## src/rtl/ccu_snoop_dispatch.sv

```systemverilog
// Snoop-path gate between the CCU and the cores. An AC snoop is held back while it
// overlaps the core's in-flight write, and only one snoop per port is outstanding.
package ccu_snoop_pkg;
  typedef struct packed {
    logic [63:0] addr;
    logic [2:0]  size;
    logic [7:0]  len;
  } aw_chan_t;

  typedef struct packed {
    logic     aw_valid;
    aw_chan_t aw;
    logic     b_ready;
  } ace_req_t;

  typedef struct packed {
    logic aw_ready;
    logic b_valid;
  } ace_resp_t;

  typedef struct packed {
    logic [63:0] addr;
    logic [3:0]  snoop;
  } ac_chan_t;

  typedef struct packed {
    logic [63:0] data;
    logic        last;
  } cd_chan_t;

  typedef struct packed {
    logic     ac_valid;
    ac_chan_t ac;
    logic     cr_ready;
    logic     cd_ready;
  } ace_snoop_req_t;

  typedef struct packed {
    logic       ac_ready;
    logic       cr_valid;
    logic [4:0] cr_resp;
    logic       cd_valid;
    cd_chan_t   cd;
  } ace_snoop_resp_t;
endpackage

module ccu_snoop_dispatch #(
  parameter int unsigned NoPorts        = 2,
  parameter int unsigned AxiAddrWidth   = 64,
  parameter int unsigned CachelineWidth = 128,
  parameter type req_t        = ccu_snoop_pkg::ace_req_t,
  parameter type resp_t       = ccu_snoop_pkg::ace_resp_t,
  parameter type snoop_req_t  = ccu_snoop_pkg::ace_snoop_req_t,
  parameter type snoop_resp_t = ccu_snoop_pkg::ace_snoop_resp_t
) (
  input  logic               clk_i,
  input  logic               rst_ni,
  input  req_t               core_req_i        [NoPorts],
  input  resp_t              core_resp_i       [NoPorts],
  input  snoop_req_t         ccu_snoop_req_i   [NoPorts],
  output snoop_resp_t        ccu_snoop_resp_o  [NoPorts],
  output snoop_req_t         core_snoop_req_o  [NoPorts],
  input  snoop_resp_t        core_snoop_resp_i [NoPorts],
  output logic [NoPorts-1:0] busy_o,
  output logic [15:0]        stall_cnt_o       [NoPorts]
);

  localparam int unsigned AW        = AxiAddrWidth;
  localparam int unsigned LineBytes = CachelineWidth / 8;

  typedef enum logic [1:0] {
    IDLE    = 2'd0,
    AC_PEND = 2'd1,
    WAIT_CR = 2'd2,
    WAIT_CD = 2'd3
  } state_e;

  for (genvar gi = 0; gi < NoPorts; gi++) begin : g_port
    state_e          state_reg, state_next;
    logic            cd_done_reg, cd_done_next;
    logic            wvalid_reg;
    logic [AW-1:0]   wstart_reg;
    logic [AW:0]     wend_reg;
    logic [15:0]     stall_cnt_reg;

    logic            aw_hs, b_hs, cr_hs, cd_last_hs;
    logic            ac_valid_in, core_ac_ready;
    logic            fwd_ac_valid, ret_ac_ready, stall, block;
    logic [8:0]      beats;
    logic [AW-1:0]   aw_start, ac_line;
    logic [AW:0]     aw_end, line_end;
    snoop_req_t      fwd_req;
    snoop_resp_t     ret_resp;

    assign aw_hs         = core_req_i[gi].aw_valid & core_resp_i[gi].aw_ready;
    assign b_hs          = core_resp_i[gi].b_valid & core_req_i[gi].b_ready;
    assign cr_hs         = core_snoop_resp_i[gi].cr_valid & ccu_snoop_req_i[gi].cr_ready;
    assign cd_last_hs    = core_snoop_resp_i[gi].cd_valid & ccu_snoop_req_i[gi].cd_ready
                         & core_snoop_resp_i[gi].cd.last;
    assign ac_valid_in   = ccu_snoop_req_i[gi].ac_valid;
    assign core_ac_ready = core_snoop_resp_i[gi].ac_ready;

    // Window end is one bit wider so a burst ending at the top of memory does not wrap.
    assign beats    = {1'b0, core_req_i[gi].aw.len} + 9'd1;
    assign aw_start = core_req_i[gi].aw.addr[AW-1:0]
                    & ~((AW'(1) << core_req_i[gi].aw.size) - AW'(1));
    assign aw_end   = {1'b0, aw_start} + ((AW+1)'(beats) << core_req_i[gi].aw.size);

    assign ac_line  = ccu_snoop_req_i[gi].ac.addr[AW-1:0] & ~AW'(LineBytes - 1);
    assign line_end = {1'b0, ac_line} + (AW+1)'(LineBytes);
    assign block    = wvalid_reg & ({1'b0, ac_line} < wend_reg)
                    & ({1'b0, wstart_reg} < line_end);

    always_ff @(posedge clk_i or negedge rst_ni) begin
      if (!rst_ni) begin
        wvalid_reg <= 1'b0;
        wstart_reg <= '0;
        wend_reg   <= '0;
      end else if (aw_hs) begin
        wvalid_reg <= 1'b1;
        wstart_reg <= aw_start;
        wend_reg   <= aw_end;
      end else if (b_hs) begin
        wvalid_reg <= 1'b0;
      end
    end

    always_ff @(posedge clk_i or negedge rst_ni) begin
      if (!rst_ni) begin
        state_reg     <= IDLE;
        cd_done_reg   <= 1'b0;
        stall_cnt_reg <= '0;
      end else begin
        state_reg   <= state_next;
        cd_done_reg <= cd_done_next;
        if (stall && stall_cnt_reg != 16'hFFFF) begin
          stall_cnt_reg <= stall_cnt_reg + 16'd1;
        end
      end
    end

    always_comb begin
      state_next   = state_reg;
      cd_done_next = cd_done_reg;
      fwd_ac_valid = 1'b0;
      ret_ac_ready = 1'b0;
      stall        = 1'b0;
      case (state_reg)
        IDLE: begin
          fwd_ac_valid = ac_valid_in & ~block;
          ret_ac_ready = core_ac_ready & ~block;
          stall        = ac_valid_in & block;
          if (fwd_ac_valid) begin
            state_next = core_ac_ready ? WAIT_CR : AC_PEND;
          end
        end
        // Once offered to the core the snoop stays valid, even if a write window opens.
        AC_PEND: begin
          fwd_ac_valid = ac_valid_in;
          ret_ac_ready = core_ac_ready;
          if (ac_valid_in && core_ac_ready) begin
            state_next = WAIT_CR;
          end
        end
        WAIT_CR: begin
          if (cd_last_hs) begin
            cd_done_next = 1'b1;
          end
          if (cr_hs) begin
            if (core_snoop_resp_i[gi].cr_resp[0] && !cd_done_reg && !cd_last_hs) begin
              state_next = WAIT_CD;
            end else begin
              state_next   = IDLE;
              cd_done_next = 1'b0;
            end
          end
        end
        WAIT_CD: begin
          if (cd_last_hs) begin
            state_next = IDLE;
          end
        end
        default: state_next = IDLE;
      endcase
    end

    always_comb begin
      fwd_req           = ccu_snoop_req_i[gi];
      fwd_req.ac_valid  = fwd_ac_valid;
      ret_resp          = core_snoop_resp_i[gi];
      ret_resp.ac_ready = ret_ac_ready;
    end

    assign core_snoop_req_o[gi] = fwd_req;
    assign ccu_snoop_resp_o[gi] = ret_resp;
    assign busy_o[gi]           = (state_reg != IDLE);
    assign stall_cnt_o[gi]      = stall_cnt_reg;

    // A core keeps at most one write in flight.
    a_single_write : assert property (@(posedge clk_i) disable iff (!rst_ni)
      !(aw_hs && wvalid_reg && !b_hs));
  end

endmodule

```

## config.mk

```make
export PLATFORM = sky130hd
export DESIGN_NAME = ccu_snoop_dispatch
export DESIGN_NICKNAME = d
export VERILOG_FILES = /design/src/rtl/ccu_snoop_dispatch.sv
export SDC_FILE = /design/constraint.sdc
export NUM_CORES = 1
export LEC_CHECK = 0
export CAP_MARGIN = 20
export CORE_AREA = 2 2 296 298
export CTS_CLUSTER_DIAMETER = 50
export CTS_CLUSTER_SIZE = 12
export DETAILED_ROUTE_END_ITERATION = 12
export DIE_AREA = 0 0 298 300
export GPL_TIMING_DRIVEN = 0
export SYNTH_ARGS = -nofsm -noshare
export SYNTH_HDL_FRONTEND = slang
export SYNTH_SLANG_ARGS = --single-unit
```

## constraint.sdc

```tcl
create_clock -name clk_i -period 21 [get_ports clk_i]
set_clock_uncertainty 0.15 [all_clocks]
set_input_delay 4.2 -clock clk_i [delete_from_list [all_inputs] [get_ports clk_i]]
set_output_delay 4.2 -clock clk_i [all_outputs]
set_load 0.01 [all_outputs]
```

==> metrics.cfg <==
[status]
status=finished clean

[route]
route.detailed.drc=0
ant_nets=0
routed_via_density=4.83
vias=24100
post_drt_wl_per_cell_um=18.2
drt_first_iter_violations=1196
drt_pass1_iterations=5
wl_mm=90.7

[sta]
finalSetupViolations=0
final_hold_viol_count=0
clock.fmax_mhz=62.9
finalSetupTns_ps=0
slew_viol_final=0
rsz0062_at_grt=no
min_period_over_period=0.757
slew_headroom=0.150
fin_crit_ps=15890
holdWs_ps=322
worst_pin_slew_ps=1260

[min_path]
min_from=g_port[1].wend_reg[47]
whs_endpoint=g_port[1].wend_reg[47]
holdCritPathClass=register to register
hold_depth=2

[clock_tree]
htree_levels=2
cts_made_buffers=52
clkTransAtPathRegs_ps=50
clock_sink_count=290
post_cts_buffers=0
root_buffer=clkbuf_16
cts-resized-gates=0
cts_tree=built
holdBufCountCts=0
clk_latency_ps=600
cts_buffer_depth=3

[critical_path]
crit_path_start=ccu_snoop_req_i[12]
reg2reg_slack_ps=16740
r2r-start=g_port[1].wstart_reg[56]
path_class=input pin to output port
end_kind=output port
crit_path_start_kind=input pin
path_max_fanout=10
cp_data_arrival_time_ps=11540
reg2reg_depth=11
cp.required_ps=16650
r2r_end=g_port[1].stall_cnt_reg[1]

[global_routing]
grt_pass1_vias=24100
grt_overflow=0
grt_start_max_net_pins=107
grt_antenna_before_repair=2
grt_pass1_wl_mm=138
grt_use_total=0.196

[layout]
syn2layout_area_growth_pct=37.3
layout-drive-gt1-share=0.126
nFillCells=8904
final_nets=4517
utilization=0.409
largest_register_ffs=130
final_cell_area_sq_um=35200
diodes=0

[flow_run]
drv_cap=0

[synthesis]
synth_top_area_frac=0.283
yosys_warnings=0
synth.distinct_cells=76
post-synth-top-area-cell=dfrtp_1
synth.net_count=3841
synth.most_common_cell=nand2_1
synthTopCellsByArea=dfrtp_1 (28%), ha_1 (14%), buf_4 (8.4%)
synth_seq_cells=290
synth_area_sq_um=25700
synthArstFlopShare=1.00
netlist_top_cells_count=nand2_1 (510), dfrtp_1 (290), buf_4 (288)
ys.flop_type=dfrtp_1
ys_seq_area_frac=0.283
avgSynthCellArea_sq_um=8.25
syn-instance-count=3111
synth_edf_count=0

[pwr]
p_total_mw=2.29
peakVddDrop_mv=0.0523
power_density_nw_per_um2=65.0
leakagePower_nw=15.5

[floorplanning]
rows=108
start_util=0.298
die_y_um=300
io_pins=770
dieArea_sq_um=89400
core_area_sq_um=86200
die_w_um=298

[placement]
gp_congestion=0.909
placed_area_sq_um=33400
dp_hpwl_mm=73.9
port_buffers=617

[per-layer routing]
layer,routed length [um],track usage
met1,38300,0.244
met2,45700,0.357
met4,2160,0.0480
met5,12,0
met3,4500,0.0265
[critical path: stages]
cell and delay (ps):
clkdlybuf4s50_1 730, and3_1 260, and4_1 200, buf_2 160, and3_1 190, clkbuf_1 300, and3_1 290, and2_1 270
nand3_1 230, nor2_1 250, buf_2 310, nand2_1 110, xor2_1 150, ha_1 310, nand4_1 230, or4_1 550
or4_1 560, a211oi_1 590, a2111oi_0 180, o211ai_2 390, nor2_1 100, nor3b_1 260, buf_4 150, clkdlybuf4s50_1 530
[cell type report]
class	count	area [sq um]	share of cell area
Buffer	394	2580	0.0732
Inverter	169	634	0.0180
Tap cell	1155	1450	0.0410
Multi-Input combinational cell	2258	15200	0.432
Timing Repair Buffer	622	6260	0.178
Sequential cell	290	7260	0.206
Clock inverter	40	502	0.0142
Clock buffer	58	1360	0.0385
[logic make-up after synthesis]
kind of cell,synth area share
multiplexers,0.0323
flip-flops,0.283
XOR/XNOR,0.0938
adder cells (fa/ha/maj),0.138
AND/OR/NAND/NOR,0.214
buffers and inverters,0.125
AO/OA/AOI/OAI,0.114
[where the power goes]
group | internal, mW | switching [mW] | total, mW
sequential | 0.640 | 0.0502 | 0.690
combinational | 0.339 | 0.351 | 0.690
clock | 0.564 | 0.346 | 0.910
[per-stage QoR]
| stage | cells | worst slack, ps |
|---|---|---|
| after detailed placement | 4888 | 5070 |
| after floorplan | 3111 | 8260 |
| after global placement | 4883 | 1600 |
| final | 4986 | 5110 |
| after CTS | 4986 | 5070 |
| after global routing | 4986 | 4720 |
[cell usage in the layout, fill, tap and decap left out, drive strengths merged, types with 21 or more instances in the layout]
master | synthesis | final
clkbuf | 96 | 154
nand3 | 111 | 111
a21o | 33 | 33
and2 | 25 | 25
xnor2 | 133 | 133
xor2 | 142 | 142
nor2b | 21 | 21
inv | 169 | 181
dfrtp | 290 | 290
nor4 | 37 | 37
o21ai | 214 | 214
nand2b | 25 | 25
and3 | 63 | 63
a21oi | 132 | 132
clkdlybuf4s50 | 0 | 616
and4 | 27 | 27
nand4 | 91 | 91
buf | 298 | 304
nor2 | 126 | 126
mux2 | 67 | 67
nand2 | 510 | 510
nor3 | 49 | 49
ha | 280 | 280
[how the worst max path moves through the flow]
stage | endpoint
finish | core_snoop_req_o[70]
global route | core_snoop_req_o[70]
CTS | core_snoop_req_o[70]
detailed placement | core_snoop_req_o[70]
global placement | g_port[1].wend_reg[44]
floorplan | ccu_snoop_resp_o[72]
No activity file was read; power rests on OpenSTA's default activity.
